[src/rtl/axi_lite_slave_regfile.sv]
// axi_lite_slave_regfile: AXI-Lite slave terminating AR/R/AW/W/B onto NUM_REGS
// word registers. Register 0 drives CTRL_OUT; the last register is read-only and
// returns STATUS_IN. Optional build macro AXIL_SLV_ADDR_CHECK_EN rejects addresses
// with bits set outside the register index field (reads return DEAD_BEEF, writes
// are acknowledged without effect); without it the address wraps modulo NUM_REGS.
module axi_lite_slave_regfile #(
    parameter int REG_WIDTH = 32,
    parameter int NUM_REGS  = 8,
    parameter int ADDR_LSB  = 2
) (
    input  logic                 ACLK,
    input  logic                 ARESETN,
    input  logic [REG_WIDTH-1:0] ARADDR,
    input  logic                 ARVALID,
    output logic                 ARREADY,
    output logic [REG_WIDTH-1:0] RDATA,
    output logic                 RVALID,
    input  logic                 RREADY,
    input  logic [REG_WIDTH-1:0] AWADDR,
    input  logic                 AWVALID,
    output logic                 AWREADY,
    input  logic [REG_WIDTH-1:0] WDATA,
    input  logic                 WVALID,
    output logic                 WREADY,
    output logic                 BVALID,
    input  logic                 BREADY,
    output logic [REG_WIDTH-1:0] CTRL_OUT,
    input  logic [REG_WIDTH-1:0] STATUS_IN,
    output logic                 WR_PULSE
);
    localparam int                   IDX_W    = $clog2(NUM_REGS);
    localparam logic [IDX_W-1:0]     RO_IDX   = IDX_W'(NUM_REGS - 1);
    localparam logic [31:0]          BAD_WORD = 32'hDEAD_BEEF;
    localparam logic [REG_WIDTH-1:0] BAD_DATA = REG_WIDTH'(BAD_WORD);

    typedef enum logic [1:0] {R_IDLE = 2'd0, R_ADDR = 2'd1, R_DATA = 2'd2} r_state_t;
    typedef enum logic {W_COLLECT = 1'b0, W_RESP = 1'b1} w_state_t;

    // Address legality; without the check every address maps onto some register.
    logic ar_ok;
    logic aw_ok;
`ifdef AXIL_SLV_ADDR_CHECK_EN
    localparam logic [REG_WIDTH-1:0] IDX_MASK = REG_WIDTH'(NUM_REGS - 1) << ADDR_LSB;
    assign ar_ok = (ARADDR & ~IDX_MASK) == '0;
    assign aw_ok = (AWADDR & ~IDX_MASK) == '0;
`else
    assign ar_ok = 1'b1;
    assign aw_ok = 1'b1;
`endif

    // Read path state
    r_state_t               r_state_q, r_state_d;
    logic                   arready_q, arready_d;
    logic [IDX_W-1:0]       r_idx_q,   r_idx_d;
    logic                   r_ok_q,    r_ok_d;
    logic                   rvalid_q,  rvalid_d;
    logic [REG_WIDTH-1:0]   rdata_q,   rdata_d;

    // Write path state
    w_state_t               w_state_q, w_state_d;
    logic                   aw_full_q, aw_full_d;
    logic                   awready_q, awready_d;
    logic [IDX_W-1:0]       aw_idx_q,  aw_idx_d;
    logic                   aw_ok_q,   aw_ok_d;
    logic                   w_full_q,  w_full_d;
    logic                   wready_q,  wready_d;
    logic [REG_WIDTH-1:0]   wdata_q,   wdata_d;
    logic                   bvalid_q,  bvalid_d;
    logic                   wr_pulse_q, wr_pulse_d;
    logic [REG_WIDTH-1:0]   regs_q [NUM_REGS];
    logic [REG_WIDTH-1:0]   regs_d [NUM_REGS];

    // Read path registers, cleared asynchronously so an in-flight beat is dropped
    always_ff @(posedge ACLK or negedge ARESETN) begin
        if (!ARESETN) begin
            r_state_q <= R_IDLE;
            arready_q <= 1'b0;
            r_idx_q   <= '0;
            r_ok_q    <= 1'b0;
            rvalid_q  <= 1'b0;
            rdata_q   <= '0;
        end else begin
            r_state_q <= r_state_d;
            arready_q <= arready_d;
            r_idx_q   <= r_idx_d;
            r_ok_q    <= r_ok_d;
            rvalid_q  <= rvalid_d;
            rdata_q   <= rdata_d;
        end
    end

    // Read next-state: accept, fetch, then hold the beat until the master takes it
    always_comb begin
        r_state_d = r_state_q;
        case (r_state_q)
            R_IDLE:  if (ARVALID) r_state_d = R_ADDR;
            R_ADDR:  r_state_d = R_DATA;
            R_DATA:  if (rvalid_q && RREADY) r_state_d = R_IDLE;
            default: r_state_d = R_IDLE;
        endcase
    end

    // Read outputs; regs_q is sampled before any same-edge write lands
    always_comb begin
        arready_d = 1'b0;
        r_idx_d   = r_idx_q;
        r_ok_d    = r_ok_q;
        rvalid_d  = rvalid_q;
        rdata_d   = rdata_q;
        case (r_state_q)
            R_IDLE: begin
                if (ARVALID) begin
                    arready_d = 1'b1;
                    r_idx_d   = ARADDR[ADDR_LSB +: IDX_W];
                    r_ok_d    = ar_ok;
                end
            end
            R_ADDR: begin
                rvalid_d = 1'b1;
                if (!r_ok_q)                rdata_d = BAD_DATA;
                else if (r_idx_q == RO_IDX) rdata_d = STATUS_IN;
                else                        rdata_d = regs_q[r_idx_q];
            end
            R_DATA: begin
                if (rvalid_q && RREADY) begin
                    rvalid_d = 1'b0;
                    rdata_d  = '0;
                end
            end
            default: ;
        endcase
    end

    // Write path registers including the register bank
    always_ff @(posedge ACLK or negedge ARESETN) begin
        if (!ARESETN) begin
            w_state_q  <= W_COLLECT;
            aw_full_q  <= 1'b0;
            awready_q  <= 1'b0;
            aw_idx_q   <= '0;
            aw_ok_q    <= 1'b0;
            w_full_q   <= 1'b0;
            wready_q   <= 1'b0;
            wdata_q    <= '0;
            bvalid_q   <= 1'b0;
            wr_pulse_q <= 1'b0;
            for (int i = 0; i < NUM_REGS; i++) regs_q[i] <= '0;
        end else begin
            w_state_q  <= w_state_d;
            aw_full_q  <= aw_full_d;
            awready_q  <= awready_d;
            aw_idx_q   <= aw_idx_d;
            aw_ok_q    <= aw_ok_d;
            w_full_q   <= w_full_d;
            wready_q   <= wready_d;
            wdata_q    <= wdata_d;
            bvalid_q   <= bvalid_d;
            wr_pulse_q <= wr_pulse_d;
            regs_q     <= regs_d;
        end
    end

    // Write next-state: commit once both latches hold, release after the B beat
    always_comb begin
        w_state_d = w_state_q;
        case (w_state_q)
            W_COLLECT: if (aw_full_q && w_full_q) w_state_d = W_RESP;
            W_RESP:    if (bvalid_q && BREADY) w_state_d = W_COLLECT;
            default:   w_state_d = W_COLLECT;
        endcase
    end

    // Write outputs: independent AW/W latching, commit, and latch release
    always_comb begin
        aw_full_d  = aw_full_q;
        awready_d  = 1'b0;
        aw_idx_d   = aw_idx_q;
        aw_ok_d    = aw_ok_q;
        w_full_d   = w_full_q;
        wready_d   = 1'b0;
        wdata_d    = wdata_q;
        bvalid_d   = bvalid_q;
        wr_pulse_d = 1'b0;
        regs_d     = regs_q;
        case (w_state_q)
            W_COLLECT: begin
                if (aw_full_q && w_full_q) begin
                    bvalid_d = 1'b1;
                    // The status slot never stores; rejected addresses do not pulse.
                    if (aw_ok_q) begin
                        wr_pulse_d = 1'b1;
                        if (aw_idx_q != RO_IDX) regs_d[aw_idx_q] = wdata_q;
                    end
                end else begin
                    if (AWVALID && !aw_full_q && !awready_q) begin
                        awready_d = 1'b1;
                        aw_full_d = 1'b1;
                        aw_idx_d  = AWADDR[ADDR_LSB +: IDX_W];
                        aw_ok_d   = aw_ok;
                    end
                    if (WVALID && !w_full_q && !wready_q) begin
                        wready_d = 1'b1;
                        w_full_d = 1'b1;
                        wdata_d  = WDATA;
                    end
                end
            end
            W_RESP: begin
                if (bvalid_q && BREADY) begin
                    bvalid_d  = 1'b0;
                    aw_full_d = 1'b0;
                    aw_idx_d  = '0;
                    aw_ok_d   = 1'b0;
                    w_full_d  = 1'b0;
                    wdata_d   = '0;
                end
            end
            default: ;
        endcase
    end

    assign ARREADY  = arready_q;
    assign RVALID   = rvalid_q;
    assign RDATA    = rdata_q;
    assign AWREADY  = awready_q;
    assign WREADY   = wready_q;
    assign BVALID   = bvalid_q;
    assign WR_PULSE = wr_pulse_q;
    assign CTRL_OUT = regs_q[0];

endmodule

[config.mk]
export PLATFORM = sky130hd
export DESIGN_NAME = axi_lite_slave_regfile
export DESIGN_NICKNAME = d
export VERILOG_FILES = /design/src/rtl/axi_lite_slave_regfile.sv
export SDC_FILE = /design/constraint.sdc
export NUM_CORES = 1
export LEC_CHECK = 0
export CAP_MARGIN = 20
export CORE_MARGIN = 1.5
export CORE_UTILIZATION = 51
export CTS_CLUSTER_SIZE = 12
export DETAILED_ROUTE_END_ITERATION = 16
export GPL_ROUTABILITY_DRIVEN = 1
export PLACE_DENSITY = 0.76
export RECOVER_POWER = 50
export SYNTH_ARGS = -nofsm -noshare
export SYNTH_HDL_FRONTEND = slang
export SYNTH_SLANG_ARGS = --single-unit
export TNS_END_PERCENT = 10
[constraint.sdc]
create_clock -name ACLK -period 3.8 [get_ports ACLK]
set_input_delay 0.95 -clock ACLK [delete_from_list [all_inputs] [get_ports ACLK]]
set_output_delay 0.95 -clock ACLK [all_outputs]
set_load 0.02 [all_outputs]
==> summary.txt <==
CTS
  • Worst-Skew Late Latency: 0.50 ns
  • Root Buffer: clkbuf_16
  • Clk sinks: 306
  • Hold buffer count at cts: 0
  • Clk pin slew, worst setup/hold paths: 0.06 ns
  • CTS max path bufs: 3
  • Post_cts resized: 0
  • TritonCTS clock tree: built
  • Post-CTS setup buffer count: 0
  • Htree depth: 2
  • CTS buffer count: 34

Global route
  • Total congestion overflow: 0
  • Total GRT Usage: 0.2338
  • Vias in the first global route: 8971
  • Pin count of the biggest net entering global routing: 119
  • First-pass GRT wire length: 50.82 mm
  • Initial antenna violation count: 0

STA
  • Hold Vio Cnt, Final: 0
  • Final Critical Period: 3.007 ns
  • Period utilisation layout: 0.7914
  • Pins over their slew limit: 65
  • Relative slew slack: -0.1478
  • Final setup viols: 0
  • RSZ-0062 raised after global routing: false
  • F_max: 332.5 MHz
  • Clock Skew: 0.007383 ns
  • Tightest Pin Transition: 1.722 ns
  • Setup Total Neg Slack: 0 ns

Detailed routing
  • Number of DRC markers in iteration 0: 489
  • Drt total wl: 31.86 mm
  • Antenna-violating nets left: 0
  • Drt via density: 5.863
  • DR pass1 iterations: 4
  • # DRC: 0
  • WL per Instance: 21.67 um
  • Vias: 8619

Floorplanning
  • Die footprint: 27980 um2
  • IO Pins: 205
  • Rows: 59
  • Core area: 26280 um2
  • Chip Height: 167.3 um
  • Chip Width: 167.3 um
  • Starting Density: 0.5237

Critical path
  • Reg2reg path depth: 5
  • Reg2reg end: CTRL_OUT[12]$_DFFE_PN0P_
  • Worst Setup Start Kind: input port
  • R2R Setup Slk: 1.06 ns
  • WP data arrival: 3.44 ns
  • Crit path required time: 4.23 ns
  • Critical Path End Type: flip-flop
  • Kind of critical path: in -> reg
  • Worst r2r src: w_state_q$_DFF_PN0_
  • Critical path fanouts, max: 14

Finish
  • Filler cells: 2016
  • Most frequent cells in the layout: 305 x dfrtp_1, 227 x mux2_2, 142 x clkdlybuf4s50_1
  • Final Non-Filler Cells: 1470
  • Synth-to-layout area growth: 18.51%
  • Ant. Diodes: 0
  • Post-layout nets: 1249
  • Area of the multi-input gates: 5423 um2
  • Most common cell after layout, fill and taps aside: dfrtp_1
  • Sequential cell area: 7661 um2
  • Share of post-route cells with drive strength above 1: 0.2916

Min path
  • WHS Path Cells: 2
  • Hold path start: RDATA[22]$_DFFE_PN0P_
  • Hold WC Path Type: reg -> reg
  • Hold Path Sink: RDATA[22]$_DFFE_PN0P_

Place
  • Routability cong.: 0.7378
  • IO buf count: 146
  • DP HPWL: 19.52 mm
  • Post-Place Cells: 1413

Synth
  • Synth cell types: 42
  • Sequential fraction of the synthesis area: 0.5564
  • Ys async rst share: 1.000
  • Synthesized cell area: 13760 um2
  • Syn avg cell area: 13.82 um2
  • Yosys warning count: 0
  • Yosys reg bits: 306
  • Main area contributors after synthesis: dfrtp_1 56%, mux2_2 19%, mux2i_1 6.3%
  • Yosys top cell by area: dfrtp_1
  • Dominant synthesized flop cell: dfrtp_1
  • Post-synth EDFFs: 0
  • Synthesized net count: 1131
  • Post-synthesis cell count: 996
  • Synth top area share: 0.5564

Power and ir drop
  • Sw frac: 0.3012
  • Worst-case vdd ir drop: 0.4973 mV
  • Internal power: 6297 uW
  • Leak: 0.007824 uW
  • Sequential share of power: 0.418
  • Power share of the combinational group: 0.228
  • Pwr Density: 552.4 nW/um2
  • P_sw: 2713 uW
  • Clock Power Share: 0.354

Status
  • Failing checks: capacitance limit, slew limit
  • Status: finished with violations

Job
  • Max Cap Viol: 2
==> synthesized netlist by cell type (9+ instances only) <==
| library cell | number |
|---|---|
| nor3_1 | 18 |
| nand2_1 | 49 |
| o21ai_0 | 38 |
| buf_6 | 11 |
| o31ai_1 | 9 |
| mux2_1 | 11 |
| dfrtp_1 | 306 |
| clkbuf_1 | 16 |
| mux2_2 | 227 |
| o22ai_1 | 26 |
| mux4_2 | 14 |
| buf_4 | 48 |
| buf_2 | 16 |
| nor2_1 | 27 |
| a22o_1 | 32 |
| mux2i_1 | 87 |
==> worst max path at each step <==
stage                                    to  depth (start not counted)  slack, ns          startpoint
detailed placement  wdata_q[12]$_DFFE_PN0P_                          5       0.89              WVALID
global placement    wdata_q[15]$_DFFE_PN0P_                          5       0.99              WVALID
floorplan           wdata_q[10]$_DFFE_PN0P_                          5       1.93              WVALID
CTS                                  RVALID                          1       1.27  RVALID$_DFFE_PN0P_
global route        wdata_q[12]$_DFFE_PN0P_                          5       0.62              WVALID
finish              wdata_q[12]$_DFFE_PN0P_                          5       0.79              WVALID
==> cells by family (layout without fill, tap and decap cells) <==
family,Yosys count,after routing,synth area share
AOI/OAI and AO/OA,126,126,0.06300
and+or+nand+nor,123,123,0.04428
muxes,344,344,0.2864
DFF,306,306,0.5564
buffers and inverters,97,236,0.04991
==> registers in the layout, indices dropped and copies added (netlist names), 2 cells and up <==
signal and count:
aw_idx_q 3, CTRL_OUT 32, r_state_q 2, regs_q 192, r_idx_q 3, RDATA 32
wdata_q 32
==> critical path, cell delays in order <==
cell and delay (ns):
clkdlybuf4s50_1 0.48, nor3b_1 0.38, nor2b_1 1.10, buf_4 0.35, a22o_1 0.17
==> power by group through the flow <==
stage	registers [uW]	clock network (uW)	logic, uW
final	3770	3190	2060
after global routing	3790	3380	2190
after detailed placement	3820	0	2080
after global placement	3820	0	2060
after floorplan	3810	0	1190
after CTS	3770	3230	2080
==> per-stage QoR <==
stage / power [uW] / setup WS, ns / area, um2 / hold slack, ns / util
floorplan: 5004 / 1.930 / 13760 / 0.4522 / -
global placement: 5884 / 0.9939 / 15300 / 0.4631 / 0.5824
detailed placement: 5902 / 0.8880 / 15300 / 0.4697 / 0.5824
CTS: 9087 / 1.269 / 16400 / 0.4829 / 0.6239
global route: 9357 / 0.6215 / 16310 / 0.5101 / 0.6206
finish: 9010 / 0.7928 / 16310 / 0.4783 / 0.6206
==> routing by layer <==
layer,wire (um),up-vias,share of wire,global-route usage
met3,1568,53,0.049,0.03853
met5,0,-,0,0
met2,15150,221,0.48,0.3771
li1,-,3823,-,-
met4,750,0,0.024,0.07286
met1,14390,4522,0.45,0.3265
==> cell type report <==
cell class / count / area share
clock buffers: 53 / 0.06413
multi-input cells: 593 / 0.3325
inverters: 1 / 0.0002301
clock inverters: 4 / 0.002762
flip-flops and latches: 306 / 0.4697
well taps: 335 / 0.02570
repair buffers: 178 / 0.1049
(Power assumes the default switching activity.)
